**src/rtl/fifo_bank.sv**
```systemverilog
// Bank of independent synchronous FIFOs with one shared write port and one shared read port.
// The read word is registered; status flags decode the registered per-queue counts only.
module fifo_bank #(
  parameter int QUEUE_QUANTITY  = 4,
  parameter int DATA_BITS       = 8,
  parameter int DEPTH           = 8,
  parameter int ALMOST_FULL_LVL = 6
) (
  input  logic                              clk,
  input  logic                              rst,
  input  logic                              wr_enb,
  input  logic [$clog2(QUEUE_QUANTITY)-1:0] wr_sel,
  input  logic [DATA_BITS-1:0]              data_in,
  input  logic                              rd_enb,
  input  logic [$clog2(QUEUE_QUANTITY)-1:0] rd_sel,
  output logic [DATA_BITS-1:0]              data_out,
  output logic                              valid_out,
  output logic [QUEUE_QUANTITY-1:0]         buf_empty,
  output logic [QUEUE_QUANTITY-1:0]         buf_full,
  output logic [QUEUE_QUANTITY-1:0]         almost_full,
  output logic                              err_overflow,
  output logic                              err_underflow
);

  localparam int SW = $clog2(QUEUE_QUANTITY);
  localparam int AW = $clog2(DEPTH);
  localparam int CW = AW + 1;

  logic [DATA_BITS-1:0] mem_q [QUEUE_QUANTITY][DEPTH];

  logic [AW-1:0] wptr_q  [QUEUE_QUANTITY];
  logic [AW-1:0] wptr_d  [QUEUE_QUANTITY];
  logic [AW-1:0] rptr_q  [QUEUE_QUANTITY];
  logic [AW-1:0] rptr_d  [QUEUE_QUANTITY];
  logic [CW-1:0] count_q [QUEUE_QUANTITY];
  logic [CW-1:0] count_d [QUEUE_QUANTITY];

  logic [DATA_BITS-1:0] data_out_q, data_out_d;
  logic                 valid_out_q, valid_out_d;
  logic                 err_ovf_q, err_ovf_d;
  logic                 err_udf_q, err_udf_d;
  logic                 wr_ok, rd_ok;

  always_comb begin
    buf_empty   = '0;
    buf_full    = '0;
    almost_full = '0;
    for (int q = 0; q < QUEUE_QUANTITY; q++) begin
      buf_empty[q]   = (count_q[q] == '0);
      buf_full[q]    = (count_q[q] == CW'(DEPTH));
      almost_full[q] = (count_q[q] >= CW'(ALMOST_FULL_LVL));
    end
  end

  // A full queue still takes a write when the same edge pops it, since a slot frees up.
  assign rd_ok = rd_enb && !buf_empty[rd_sel];
  assign wr_ok = wr_enb && (!buf_full[wr_sel] || (rd_ok && (rd_sel == wr_sel)));

  // NOTE: every always_comb output gets a default before any branch, so no latch is inferred.
  always_comb begin
    wptr_d      = wptr_q;
    rptr_d      = rptr_q;
    count_d     = count_q;
    data_out_d  = data_out_q;
    valid_out_d = 1'b0;
    err_ovf_d   = wr_enb && !wr_ok;
    err_udf_d   = rd_enb && !rd_ok;
    for (int q = 0; q < QUEUE_QUANTITY; q++) begin
      if (wr_ok && (wr_sel == SW'(q))) wptr_d[q] = wptr_q[q] + AW'(1);
      if (rd_ok && (rd_sel == SW'(q))) rptr_d[q] = rptr_q[q] + AW'(1);
      case ({wr_ok && (wr_sel == SW'(q)), rd_ok && (rd_sel == SW'(q))})
        2'b10:   count_d[q] = count_q[q] + CW'(1);
        2'b01:   count_d[q] = count_q[q] - CW'(1);
        default: count_d[q] = count_q[q];
      endcase
    end
    if (rd_ok) begin
      data_out_d  = mem_q[rd_sel][rptr_q[rd_sel]];
      valid_out_d = 1'b1;
    end
  end

  // NOTE: state registers use non-blocking assignments so every flop samples pre-edge values.
  always_ff @(posedge clk) begin
    if (rst) begin
      wptr_q      <= '{default: '0};
      rptr_q      <= '{default: '0};
      count_q     <= '{default: '0};
      data_out_q  <= '0;
      valid_out_q <= 1'b0;
      err_ovf_q   <= 1'b0;
      err_udf_q   <= 1'b0;
    end else begin
      wptr_q      <= wptr_d;
      rptr_q      <= rptr_d;
      count_q     <= count_d;
      data_out_q  <= data_out_d;
      valid_out_q <= valid_out_d;
      err_ovf_q   <= err_ovf_d;
      err_udf_q   <= err_udf_d;
    end
  end

  // NOTE: storage is deliberately left unreset; the counts alone decide which entries are live.
  always_ff @(posedge clk) begin
    if (!rst && wr_ok) mem_q[wr_sel][wptr_q[wr_sel]] <= data_in;
  end

  assign data_out      = data_out_q;
  assign valid_out     = valid_out_q;
  assign err_overflow  = err_ovf_q;
  assign err_underflow = err_udf_q;

endmodule

```
**config.mk**
```make
export PLATFORM = sky130hd
export DESIGN_NAME = fifo_bank
export DESIGN_NICKNAME = d
export VERILOG_FILES = /design/src/rtl/fifo_bank.sv
export SDC_FILE = /design/constraint.sdc
export NUM_CORES = 1
export LEC_CHECK = 0
export CAP_MARGIN = 15
export CELL_PAD_IN_SITES_DETAIL_PLACEMENT = 2
export CELL_PAD_IN_SITES_GLOBAL_PLACEMENT = 2
export CORE_ASPECT_RATIO = 1.2
export CORE_UTILIZATION = 42
export DETAILED_ROUTE_END_ITERATION = 10
export GPL_TIMING_DRIVEN = 0
export PLACE_DENSITY_LB_ADDON = 0.1
export SYNTH_ARGS = -nofsm -noshare
export SYNTH_HDL_FRONTEND = slang
export SYNTH_SLANG_ARGS = --single-unit
```
**constraint.sdc**
```tcl
create_clock -name clk -period 3.3 [get_ports clk]
set_input_delay 0.66 -clock clk [delete_from_list [all_inputs] [get_ports clk]]
set_output_delay 0.66 -clock clk [all_outputs]
set_load 0.02 [all_outputs]
```
Word level (Yosys, flattened, before mapping)
Memory sizes are Yosys's and may differ from the RTL's.
Index checks and enable logic that the tools add are counted.

storage, ports and cells
  register bits = 51
  RAM bits = 256
  bits of input ports = 16
  output and inout port bits = 23
  logic and storage cells = 120
  memories = 1

cells by class
  add/sub/neg operators = 16
  order comparisons = 11
  equal/unequal tests = 19
  muxes and demuxes = 22
  bitwise gates (word level) = 4
  reductions and logical operators = 31

memory list
  name   words  width  rd ports  clocked after memory_dff  wr ports  RTL line  RTL
  mem_q  4      64     1         0                         1         29        logic [DATA_BITS-1:0] mem_q [QUEUE_QUANTITY][DEPTH];

operator list
  kind                                                                                 count
  64-bit 2-to-1 mux                                                                    1
  4-bit one-hot mux with 2 select lines                                                4
  3-bit by 1-bit adder with 3-bit output, second input constant                        8
  8-bit binary-select mux with 3-bit select                                            1
  8-bit demux with 3-bit select                                                        1
  8-bit 2-to-1 mux                                                                     3
  4-bit by 1-bit adder with 4-bit output, second input constant                        4
  2-bit equality test, second input constant                                           8
  4-bit equality test, second input constant                                           4
  4-bit by 3-bit greater-or-equal comparator with 1-bit output, second input constant  4
  4-bit logical NOT                                                                    4
  4-bit by 1-bit subtractor with 4-bit output, second input constant                   4
  1-bit logical AND                                                                    15
  3-bit binary-select mux with 2-bit select                                            2
  2-bit by 1-bit equality test with 1-bit output, second input constant                6
  3-bit 2-to-1 mux                                                                     4
  4-bit greater-or-equal comparator, second input constant                             2
  3-bit inverter with 4-bit output                                                     2
  2-bit nonzero test                                                                   4
  3-bit greater-or-equal comparator, second input constant                             2
  2-bit by 3-bit less-than comparator with 1-bit output, second input constant         2
  2-bit inverter with 3-bit output                                                     2
  1-bit logical NOT                                                                    5
  1-bit binary-select mux with 2-bit select                                            2
  other kinds (5)                                                                      9

Longest topological paths before layout
Gate-level depths: netlist of the first run.

  word-level depth = 11
  gate-level depth with buffers = 14
  depth with buffers taken out = 12

Worst setup path before layout of the first run
No wires, ideal clock.

  path kind = input to register
  start point = input port rd_sel[1]
  end point = register count_q[7] (netlist bit)
  setup time = 0.071 ns
  data arrival time = 3.160 ns
  data required time = 3.229 ns
  slack = 0.069 ns
  stages = 14
  path buffers = 2
  path through = buf_2 and2_4 a2111oi_2 and3_1 buf_4 o21a_1 nand2_1 ha_1 ha_1 a21o_1 a21oi_1 xnor2_1 or3_1 a21oi_1

on the way
  cells in the longest elaborated chain, start to end = 10
  elaborated cells between the ends (all ways) = 15
  classes of those cells = eq/ne (4); mux (3); reduce/logical (8)

RTL lines
  what                                                                                          RTL line  RTL
  from (decl)                                                                                   15        input logic [$clog2(QUEUE_QUANTITY)-1:0] rd_sel,
  1-bit binary-select mux with 2-bit select                                                     56        assign rd_ok = rd_enb && !buf_empty[rd_sel];
  1-bit 2-to-1 mux (not written as such)                                                        56
  1-bit logical NOT                                                                             56
  1-bit logical AND                                                                             56
  1-bit logical AND                                                                             57        assign wr_ok = wr_enb && (!buf_full[wr_sel] || (rd_ok && (rd_sel == wr_sel)));
  1-bit logical OR                                                                              57
  1-bit logical AND                                                                             57
  1-bit logical AND                                                                             71        case ({wr_ok && (wr_sel == SW'(q)), rd_ok && (rd_sel == SW'(q))})
  2-bit by 1-bit equality test with 1-bit output / 2-bit equality test (equally long branches)  71
  4-bit one-hot mux with 2 select lines / 2-bit nonzero test (equally long branches)            n/a
  to (signal assigned)                                                                          96        count_q <= count_d;
  to (decl)                                                                                     35        logic [CW-1:0] count_q [QUEUE_QUANTITY];

Parallel ways exist; a longest one is shown, timed or not. The select of a mux whose other input is x is not followed.
A chain may end at the register's enable or synchronous reset.

Worst setup path in the final report of the first run
  start point = input port rd_sel[1]
  end point = register count_q[15] (netlist bit)

Same word-level chain as after synthesis.

==> reports/qor.yml, run 1 <==
fin_crit_ns: 3.22
n_antenna_cell: 0
clockBufferDepth: 3
slew_headroom_pct: 25.3
report.final.slew_viol_count: 0
syn_area_sq_um: 13200
die_area_sq_um: 32200
grt_pass1_wl_microns: 54700
h-tree-depth: 2
clk-insertion-delay-late_ns: 0.52
routed_wl_microns: 36400
cp.required_ns: 3.72
synthAdderAreaFrac_pct: 2.50
skew_ns: 0.0253
synth_area_leaders: "edfxtp_1 58%, mux4_2 12%, dfxtp_1 7.7%"
yosysTopAreaCell: "edfxtp_1"
yosys_warnings: 0
cts_made_buffers: 34
maxCapViolCount: 0
power_density_nw_per_um2: 539
hpwl_microns: 25300
setup_violations: 0
drt_first_iter_violations: 415
crit_path_frequent_cell: "buf_6"
final_util_pct: 50.6
cts_root_buf: "clkbuf_16"
gp_congestion: 0.854
avgSynthCellArea_sq_um: 16.7
synthTopCellsByCount: "256 x edfxtp_1, 69 x mux4_2, 63 x nor2_1"
grt_antenna_before_repair: 0
syn-num-nets: 832
synthMuxAreaShare_pct: 16.2
critical_path_class: "input port to register"
period_share_pct: 97.5
synth.most_common_cell: "edfxtp_1"
ios: 39
path_max_fanout: 6
synth-edff-count: 256
ys_seq_elements: 307
tightest_slew_ns: 1.12
route.detailed.drc: 0
grt_max_degree: 33
clk_pin_slew_ns: 0.06
slowest_delay_ns: 0.31
cp-start-kind: "input port"
synthArstFlopShare_pct: 0
clock-sinks: 307
cts-hold-fix-buffers: 0
drive_gt1_share_pct: 24.6
synth_xor_area_share_pct: 1.19
fp.dieW_microns: 164
synth_cells: 792
multi_input_area_sq_um: 4360
grt.overflow.total: 0
drtPass1Iterations: 4
die_h_microns: 196
clock.fmax_ghz: 0.311
end_kind: "register"
fill_cells: 2762
grt_pass1_vias: 8419
vias_per_cell: 5.70
design_area_sq_um: 15500
final_net_count: 931
synth_compound_area_share_pct: 3.66
placedInstanceArea_sq_um: 14200
initial_core_util_pct: 43.0
yosys.area_share.simple_pct: 8.01
ys_seq_area_share_pct: 65.9
cp_slowest_cell: "or3_1"
worstPathArrival_ns: 3.64
status: "completed"
synth_top_family_by_area: "multiplexers"
track_usage_pct: 23.6
r2r_slack_ns: 0.13
regArea_sq_um: 8710
core_area_sq_um: 30700
irDropWorstVdd_mv: 0.481
ant_nets: 0
synth_top_area_share_pct: 58.2
synthDistinctLibCells: 55
port_buffers: 38
hp-class: "register to register"
tritoncts: "built"
leakagePower_uw: 0.00508
hold_viol: 0
vias: 7463
path_cells: "dlygate4sd2_1 -> buf_6 -> and2_4 -> a2111oi_2 -> and3_1 -> buf_6 -> o21a_4 -> nand2_2 -> ha_4 -> ha_1 -> a21o_1 -> a21oi_2 -> xnor2_1 -> or3_1 -> a21oi_1"
ys.flop_type: "edfxtp_1"
area_delta_synth_final_pct: 17.7
floorplan.rows: 70
detail_route.wl_per_cell_microns: 27.8
-- worst paths after layout --
check,depth (start not counted),to,start
hold reg to reg,2,wptr_q[10],wptr_q[10]
setup reg to reg,13,count_q[15],count_q[15]
setup / recovery,15,count_q[15],rd_sel[1]
hold / removal,2,wptr_q[10],wptr_q[10]
-- per-layer routing --
layer	vias to the layer above	global-route usage, %	routed length (microns)
li1	3323	-	-
met1	3927	28.9	14700
met2	156	42.6	19400
met3	57	3.21	1290
met4	0	7.54	999
met5	-	0	0
-- where the power goes --
part           internal, uW  switching, uW  leakage, uW
logic                   258            368      0.00188
registers              4230           35.8      0.00272
clock network          1950           1540     0.000491
total                  6440           1950      0.00508
-- through the flow --
| step | cells | hold slack (ns) | power (uW) | setup TNS (ns) | setup WS [ns] |
|---|---|---|---|---|---|
| 3_3_place_gp | 1226 | 0.473 | 4890 | -190.49 | -1.17 |
| 3_5_place_dp | 1233 | 0.499 | 4930 | -152.59 | -1.28 |
| 4_1_cts | 1300 | 0.518 | 8430 | 0 | 0.0195 |
| 6_report | 1310 | 0.521 | 8380 | 0 | 0.0825 |
| 2_1_floorplan | 792 | 0.450 | 4670 | 0 | 0.0690 |
| 5_1_grt | 1310 | 0.531 | 8620 | -0.0147 | -0.0147 |
-- cell families (layout without fill, tap and decap cells) --
group,after synthesis,in the layout
fa+ha+maj,24,24
xor+xnor,18,18
compound gates,72,72
buf+inv,56,178
simple gates,188,188
mux,127,127
flops,307,307
-- final cells by class --
type | instances | share of cell area, %
multi-input combinational | 429 | 28.0
clock inverter | 18 | 0.692
buffer | 38 | 1.73
inverter | 17 | 0.410
tap | 396 | 3.19
sequential | 307 | 56.0
timing repair buffer | 64 | 4.17
clock buffer | 41 | 5.78
-- timing repair --
item                                    4_1_cts  5_1_grt
gates resized for setup                      29       17
pin swaps                                     3        4
setup buffers                                 8        4
endpoints found under the setup margin      168       70
-- placed cells by master, fill, tap and decap left out, types with 4 or more instances in the layout --
cell and instances:
inv_1 15, buf_4 20, o21ai_0 5, edfxtp_1 256, dfxtp_1 51, buf_16 5, nor2_1 57, nor2b_1 9
nor3b_1 5, nor3_1 14, clkdlybuf4s50_1 33, mux2_1 4, xnor2_1 7, fa_1 4, xor2_1 10, buf_6 10
a21o_1 13, nand3_1 13, nor3_2 5, nor4_4 5, o22ai_1 6, or3_1 5, o2111ai_1 8, nand4_1 8
clkbuf_16 35, a21oi_1 24, mux4_2 69, clkinv_2 5, clkbuf_1 13, buf_2 18, ha_1 17, nand2_1 28
clkinv_1 9, nor2_2 6, mux2i_1 52, nor4b_1 5, nor3b_2 6
-- registers in the layout, indices dropped and copies added, names as in the netlist --
register,flops
data_out,8
rptr_q,12
count_q,16
err_overflow,1
valid_out,1
err_underflow,1
wptr_q,12
mem_q,256
-- critical path, delay by kind of cell --
kind | cells | cell delay, ns
and+or+nand+nor | 4 | 0.83
xor gates and xnor gates | 1 | 0.10
AOI/OAI and AO/OA | 5 | 1.00
adders and majority gates | 2 | 0.48
buffers and inverters | 3 | 0.57
Power figures use the tool's default switching activity.
==> run 2, diff against run 1 <==
--- a/config.mk
+++ b/config.mk
@@ -9,6 +9,7 @@
 export CELL_PAD_IN_SITES_DETAIL_PLACEMENT = 2
 export CELL_PAD_IN_SITES_GLOBAL_PLACEMENT = 2
 export CORE_ASPECT_RATIO = 1.2
+export CORE_MARGIN = 1
 export CORE_UTILIZATION = 42
 export DETAILED_ROUTE_END_ITERATION = 10
 export GPL_TIMING_DRIVEN = 0
==> results of run 2 <==
No change in the layout: final DEF, timing and power equal those of run 1.
